### src/rtl/gpio_mul_pkg.sv
// Shared constants for the GPIO multiply-and-popcount controller:
// register offsets, STATUS/CTRL bit positions, FSM states, default widths.
package gpio_mul_pkg;

  localparam int A_W_DEF = 24;
  localparam int R_W_DEF = 32;

  localparam logic [7:0] OFF_A1   = 8'h00;
  localparam logic [7:0] OFF_A2   = 8'h08;
  localparam logic [7:0] OFF_W    = 8'h10;
  localparam logic [7:0] OFF_L    = 8'h18;
  localparam logic [7:0] OFF_CTRL = 8'h20;

  localparam int ST_BUSY  = 0;
  localparam int ST_DONE  = 1;
  localparam int ST_VALID = 2;
  localparam int ST_ERR   = 3;

  localparam int CTRL_START   = 0;
  localparam int CTRL_ERR_CLR = 3;

  typedef enum logic [1:0] {
    S_IDLE,
    S_MUL,
    S_POPC,
    S_DONE
  } state_t;

endpackage

### src/rtl/mul_shift_add.sv
// Iterative shift-add unsigned multiplier: one multiplier bit per cycle,
// A_W cycles after the start edge, full 2*A_W-bit product.
module mul_shift_add import gpio_mul_pkg::*; #(
  parameter int A_W = A_W_DEF
) (
  input  logic             clk,
  input  logic             reset,
  input  logic             start,
  input  logic [A_W-1:0]   a,
  input  logic [A_W-1:0]   b,
  output logic             busy,
  output logic             done,
  output logic [2*A_W-1:0] product
);

  localparam int P_W = 2 * A_W;
  localparam int C_W = $clog2(A_W);

  logic [P_W-1:0] acc;
  logic [P_W-1:0] mcand;
  logic [A_W-1:0] mplier;
  logic [C_W-1:0] cnt;
  logic           active;

  always_ff @(posedge clk) begin
    if (reset) begin
      acc    <= '0;
      mcand  <= '0;
      mplier <= '0;
      cnt    <= '0;
      active <= 1'b0;
    end else if (start && !active) begin
      acc    <= '0;
      mcand  <= {{A_W{1'b0}}, a};
      mplier <= b;
      cnt    <= '0;
      active <= 1'b1;
    end else if (active) begin
      if (mplier[0]) acc <= acc + mcand;
      mcand  <= mcand << 1;
      mplier <= mplier >> 1;
      cnt    <= cnt + 1'b1;
      if (cnt == C_W'(A_W - 1)) active <= 1'b0;
    end
  end

  // done marks the cycle whose closing edge performs the final step, so the
  // caller can move on exactly as the product settles.
  assign busy    = active;
  assign done    = active && (cnt == C_W'(A_W - 1));
  assign product = acc;

endmodule

### src/rtl/gpio_mul_sched.sv
// Register-bus controller: latches operands, runs the shift-add multiplier,
// popcounts the low product word bit by bit, then commits W/L/valid.
module gpio_mul_sched import gpio_mul_pkg::*; #(
  parameter int          A_W  = A_W_DEF,
  parameter int          R_W  = R_W_DEF,
  parameter logic [15:0] BASE = 16'h0380
) (
  input  logic        clk,
  input  logic        reset,
  input  logic [15:0] saddress,
  input  logic        srd,
  input  logic        swr,
  input  logic [31:0] sdata_in,
  output logic [31:0] sdata_out,
  output logic [31:0] gpio_out
);

  localparam int P_W = 2 * A_W;
  localparam int L_W = $clog2(R_W + 1);
  localparam int I_W = $clog2(R_W);

  state_t         state, state_nxt;
  logic [A_W-1:0] a1, a2;
  logic [R_W-1:0] w_reg;
  logic [L_W-1:0] l_reg, ones;
  logic [I_W-1:0] idx;
  logic           valid_f, done_f, err_f;
  logic [15:0]    start_count;
  logic           busy, mul_start, mul_busy, mul_done;
  logic [P_W-1:0] product;
  logic [31:0]    rdata;

  logic sel_a1, sel_a2, sel_w, sel_l, sel_ctrl;
  logic wr_ctrl, start_req;
  logic unused_bits;

  assign sel_a1   = (saddress == BASE + 16'(OFF_A1));
  assign sel_a2   = (saddress == BASE + 16'(OFF_A2));
  assign sel_w    = (saddress == BASE + 16'(OFF_W));
  assign sel_l    = (saddress == BASE + 16'(OFF_L));
  assign sel_ctrl = (saddress == BASE + 16'(OFF_CTRL));

  assign wr_ctrl     = swr && sel_ctrl;
  assign start_req   = wr_ctrl && sdata_in[CTRL_START];
  assign unused_bits = ^{sdata_in[31:A_W], sdata_in[2:1]};

  mul_shift_add #(.A_W(A_W)) u_mul (
    .clk     (clk),
    .reset   (reset),
    .start   (mul_start),
    .a       (a1),
    .b       (a2),
    .busy    (mul_busy),
    .done    (mul_done),
    .product (product)
  );

  always_ff @(posedge clk) begin
    if (reset) state <= S_IDLE;
    else       state <= state_nxt;
  end

  always_comb begin
    state_nxt = state;
    case (state)
      S_IDLE: if (mul_start) state_nxt = S_MUL;
      S_MUL:  if (mul_done) state_nxt = S_POPC;
      S_POPC: if (idx == I_W'(R_W - 1)) state_nxt = S_DONE;
      S_DONE: state_nxt = S_IDLE;
      default: state_nxt = S_IDLE;
    endcase
  end

  // The multiplier captures A1/A2 on this pulse; those are the job's working
  // operands, so later A1/A2 writes cannot disturb a running job.
  always_comb begin
    busy      = (state != S_IDLE);
    mul_start = (state == S_IDLE) && start_req && !mul_busy;
  end

  always_comb begin
    rdata = '0;
    if (sel_a1)   rdata[A_W-1:0] = a1;
    if (sel_a2)   rdata[A_W-1:0] = a2;
    if (sel_w)    rdata[R_W-1:0] = w_reg;
    if (sel_l)    rdata[L_W-1:0] = l_reg;
    if (sel_ctrl) begin
      rdata[ST_BUSY]  = busy;
      rdata[ST_DONE]  = done_f;
      rdata[ST_VALID] = valid_f;
      rdata[ST_ERR]   = err_f;
    end
  end

  always_ff @(posedge clk) begin
    if (reset) begin
      a1          <= '0;
      a2          <= '0;
      w_reg       <= '0;
      l_reg       <= '0;
      ones        <= '0;
      idx         <= '0;
      valid_f     <= 1'b0;
      done_f      <= 1'b0;
      err_f       <= 1'b0;
      start_count <= '0;
      sdata_out   <= '0;
    end else begin
      if (swr && sel_a1) a1 <= sdata_in[A_W-1:0];
      if (swr && sel_a2) a2 <= sdata_in[A_W-1:0];

      if (mul_start) begin
        done_f      <= 1'b0;
        start_count <= start_count + 16'd1;
        ones        <= '0;
        idx         <= '0;
      end

      // A rejected start takes precedence over a same-write clear.
      if (start_req && busy)                      err_f <= 1'b1;
      else if (wr_ctrl && sdata_in[CTRL_ERR_CLR]) err_f <= 1'b0;

      if (state == S_POPC) begin
        ones <= ones + L_W'(product[idx]);
        idx  <= idx + 1'b1;
      end

      if (state == S_DONE) begin
        w_reg   <= product[R_W-1:0];
        l_reg   <= ones;
        valid_f <= ~|product[P_W-1:R_W];
        done_f  <= 1'b1;
      end

      if (srd) sdata_out <= rdata;
    end
  end

  assign gpio_out = {16'h0, start_count};

endmodule

### config.mk
export PLATFORM = sky130hd
export DESIGN_NAME = gpio_mul_sched
export DESIGN_NICKNAME = d
export VERILOG_FILES = /design/src/rtl/gpio_mul_pkg.sv /design/src/rtl/mul_shift_add.sv /design/src/rtl/gpio_mul_sched.sv
export SDC_FILE = /design/constraint.sdc
export NUM_CORES = 1
export LEC_CHECK = 0
export ABC_AREA = 1
export BUFFER_PORTS_ARGS = -buffer_cell sky130_fd_sc_hd__buf_2
export CORE_MARGIN = 2
export CORE_UTILIZATION = 45
export CTS_CLUSTER_DIAMETER = 50
export CTS_CLUSTER_SIZE = 14
export DETAILED_ROUTE_END_ITERATION = 10
export PLACE_DENSITY = 0.63
export SKIP_LAST_GASP = 1
export SYNTH_ARGS = -nofsm -noshare
export SYNTH_HDL_FRONTEND = slang
export SYNTH_SLANG_ARGS = --single-unit
export TNS_END_PERCENT = 50
### constraint.sdc
create_clock -name clk -period 1.9 [get_ports clk]
set_input_delay 0.095 -clock clk [delete_from_list [all_inputs] [get_ports clk]]
set_output_delay 0.095 -clock clk [all_outputs]
set_load 0.005 [all_outputs]
==> run metrics <==
slew margin rel.=42.8%; nets=2,988; multi-input logic area=0.00988 mm²; Core Footprint=0.0346 mm²; Pins Over Slew Limit=0; number of synthesized flops with an enable pin=0; max cap viols=0; worst path arrival time=2.48 ns; # fillers=3,199; Yosys cell types=43; Initial Utilization=45.9%; Cells after Synth=2,547; r2r setup slk=-0.09 ns; reg2reg end=ones[5]$_SDFFE_PP0P_; status=complete, but fails checks; PortBufs=91; CP Capture Type=flop; die width=192 µm; skew final=0.0284 ns; diodes inserted=0; Setup WS post-layout=-0.0854 ns; first-pass GRT wire length=82.7 mm; clock sink count=276; die height=192 µm; ratio of final minimum period to clock period=104%; final wirelength=53.7 mm; detailed-route via count=17,100; commonest register cell after synthesis=dfxtp_1; final design area excluding fillers=0.0218 mm²; clk_lat worst skew=0.56 ns; critical path class=reg -> reg; Crit Path Max Fanout=4; post-layout util=63.0%; crit path time final=1.99 ns; dpl cell area=0.0185 mm²; worst hold endpoint=start_count[3]$_SDFFE_PP0P_; RSZ-0062 raised after global routing=yes; number of vias per cell=5.09; Leak=10.2 nW; fmax=504 MHz; final setup fails=10; Ports=116; vias in the first global route=15,900; Max VDD drop=0.000616 V; Final HPWL DP=39.4 mm; ys async rst share=0%; Post-route DRC=0; Mapped Area=0.0159 mm²; Reg clk slew, reported paths=0.06 ns; die area=0.0368 mm²; CTS tree=built; fraction of layout cells with a size suffix above 1=27.9%; FF+latch area=0.00563 mm²; Yosys Warn Count=0; Root Driver=clkbuf_16; failing checks=negative setup slack; Layout area overhead=37.3%; Worst Path Required=2.40 ns; commonest cells after routing, fill and taps aside=750 x nand2_1, 393 x inv_1, 251 x buf_4; R2R depth=15; Pre-Repair DR Iteration Count=5; initial antenna violation count=1; commonest non-fill, non-tap cell in the layout=nand2_1; Final Hold Fails=0; largest net degree at the start of global routing=76; Post-Syn Area per Cell=6.24 µm²; Hold Path Origin=reset; Total GRT Usage=28.4%; hold path cells=4; RR Startpoint=idx[0]$_SDFFE_PP0P_; sequential area share after synthesis=34.8%; register bit total from synthesis=276; wire per inst=16.0 µm; Site Rows=68; PwrDens=636 mW/mm²; initial DRC count=1,104; Startpoint Class=flop; number of nets with antenna violations after routing=0; Hold Crit Class=in -> reg; worst-margin pin slew=0.858 ns; grt total ovfl=0; maximum level of the CTS H-tree=2; CTS Buf Count=35; Max clock buf depth=3; GPL Wtd Cong=0.940
==> what timing repair did <==
item / in CTS / in global routing
hold buffers: 27 / 0
endpoints found under the setup margin: 43 / 47
pin swaps: 23 / 74
hold endpoints to repair: 61 / 0
resized for setup: 165 / 293
cloned: 0 / 1
buffers inserted: 5 / 10
==> kinds of logic (layout without fill, tap and decap cells) <==
family | Yosys count | in the layout | share of synthesized area (%)
AO/OA/AOI/OAI | 402 | 402 | 13.7
XOR/XNOR | 31 | 31 | 1.71
adder cells (fa/ha/maj) | 59 | 59 | 4.69
buffers and inverters | 528 | 867 | 13.5
flip-flops | 276 | 276 | 34.8
other | 1 | 16 | 0.0236
AND/OR/NAND/NOR | 1250 | 1250 | 31.6
==> cell usage after synthesis (2+ instances only) <==
| cell | instances | share of area (%) |
|---|---|---|
| nand2_1 | 858 | 20 |
| inv_1 | 411 | 9.7 |
| dfxtp_1 | 276 | 35 |
| a21oi_1 | 237 | 7.5 |
| nor2_1 | 185 | 4.4 |
| nand3_1 | 155 | 4.9 |
| o21ai_0 | 114 | 3.6 |
| clkbuf_1 | 65 | 1.5 |
| ha_1 | 58 | 4.6 |
| buf_4 | 23 | 1.1 |
| o221ai_1 | 20 | 1.1 |
| nand4_1 | 19 | 0.75 |
| xnor2_1 | 18 | 0.99 |
| nor3_1 | 17 | 0.54 |
| a211oi_1 | 13 | 0.61 |
| xor2_1 | 13 | 0.72 |
| buf_2 | 11 | 0.35 |
| buf_6 | 8 | 0.57 |
| buf_1 | 5 | 0.12 |
| nor4_1 | 5 | 0.20 |
| o21bai_1 | 5 | 0.24 |
| o211ai_1 | 4 | 0.19 |
| clkinv_1 | 3 | 0.071 |
| nor2_2 | 3 | 0.12 |
| a21o_1 | 2 | 0.094 |
| nand2_2 | 2 | 0.079 |
==> how the worst max path moves through the flow <==
stage	cells after the start	end	from	slack [ns]
finish	15	ones[5]$_SDFFE_PP0P_	idx[0]$_SDFFE_PP0P_	-0.09
global route	15	ones[5]$_SDFFE_PP0P_	idx[0]$_SDFFE_PP0P_	-0.32
CTS	14	ones[5]$_SDFFE_PP0P_	idx[0]$_SDFFE_PP0P_	-0.07
detailed placement	14	ones[5]$_SDFFE_PP0P_	idx[1]$_SDFFE_PP0P_	-0.25
global placement	12	u_mul.product[29]$_SDFFE_PP0P_	u_mul.product[27]$_SDFFE_PP0P_	-0.25
floorplan	14	ones[4]$_SDFFE_PP0P_	idx[0]$_SDFFE_PP0P_	0.00005
==> layout make-up <==
class,instances,area share [%]
Clock buffer,43,4.38
Clock inverter,18,1.11
Inverter,416,7.25
Multi-Input combinational cell,1758,45.3
Sequential cell,276,25.8
Tap cell,455,2.61
Timing Repair Buffer,390,13.5
==> where the power goes <==
part	internal [mW]	switching [mW]	total, mW
clock network	4.06	2.82	6.88
logic	0.404	0.610	1.01
registers	5.90	0.0785	5.98
==> metrics by stage <==
stage / power [mW] / setup TNS [ns] / hold slack (ns) / worst slack (ns) / instances
after global placement: 6.92 / -5.08 / 0.366 / -0.252 / 3252
after floorplan: 6.62 / 0 / 0.203 / 0.0000542 / 2562
after detailed placement: 6.95 / -5.46 / 0.348 / -0.250 / 3252
after global routing: 14.3 / -3.44 / 0.0853 / -0.320 / 3356
after CTS: 13.9 / -0.404 / 0.0457 / -0.0729 / 3345
final: 13.9 / -0.283 / 0.0574 / -0.0854 / 3356
==> worst max-delay path, stage by stage, from the launching register on <==
cell and delay (ns):
dfxtp_4 0.39, buf_6 0.12, o21ai_4 0.05, a21oi_2 0.12, a21oi_2 0.05, a21oi_2 0.12
o21ai_1 0.09, nand3_1 0.09, o21a_1 0.16, ha_4 0.16, nand3_2 0.09, nor2_1 0.11
nand3_1 0.10, a21oi_1 0.14, o211ai_1 0.10, inv_1 0.05
==> per-layer routing <==
metal	track usage [%]	share of wire [%]	vias to the layer above
li1	-	-	8597
met4	10.5	3.6	2
met1	36.1	44	7937
met3	3.58	5.1	97
met2	49.1	47	454
met5	0	0.034	-
(Power assumes the default switching activity.)
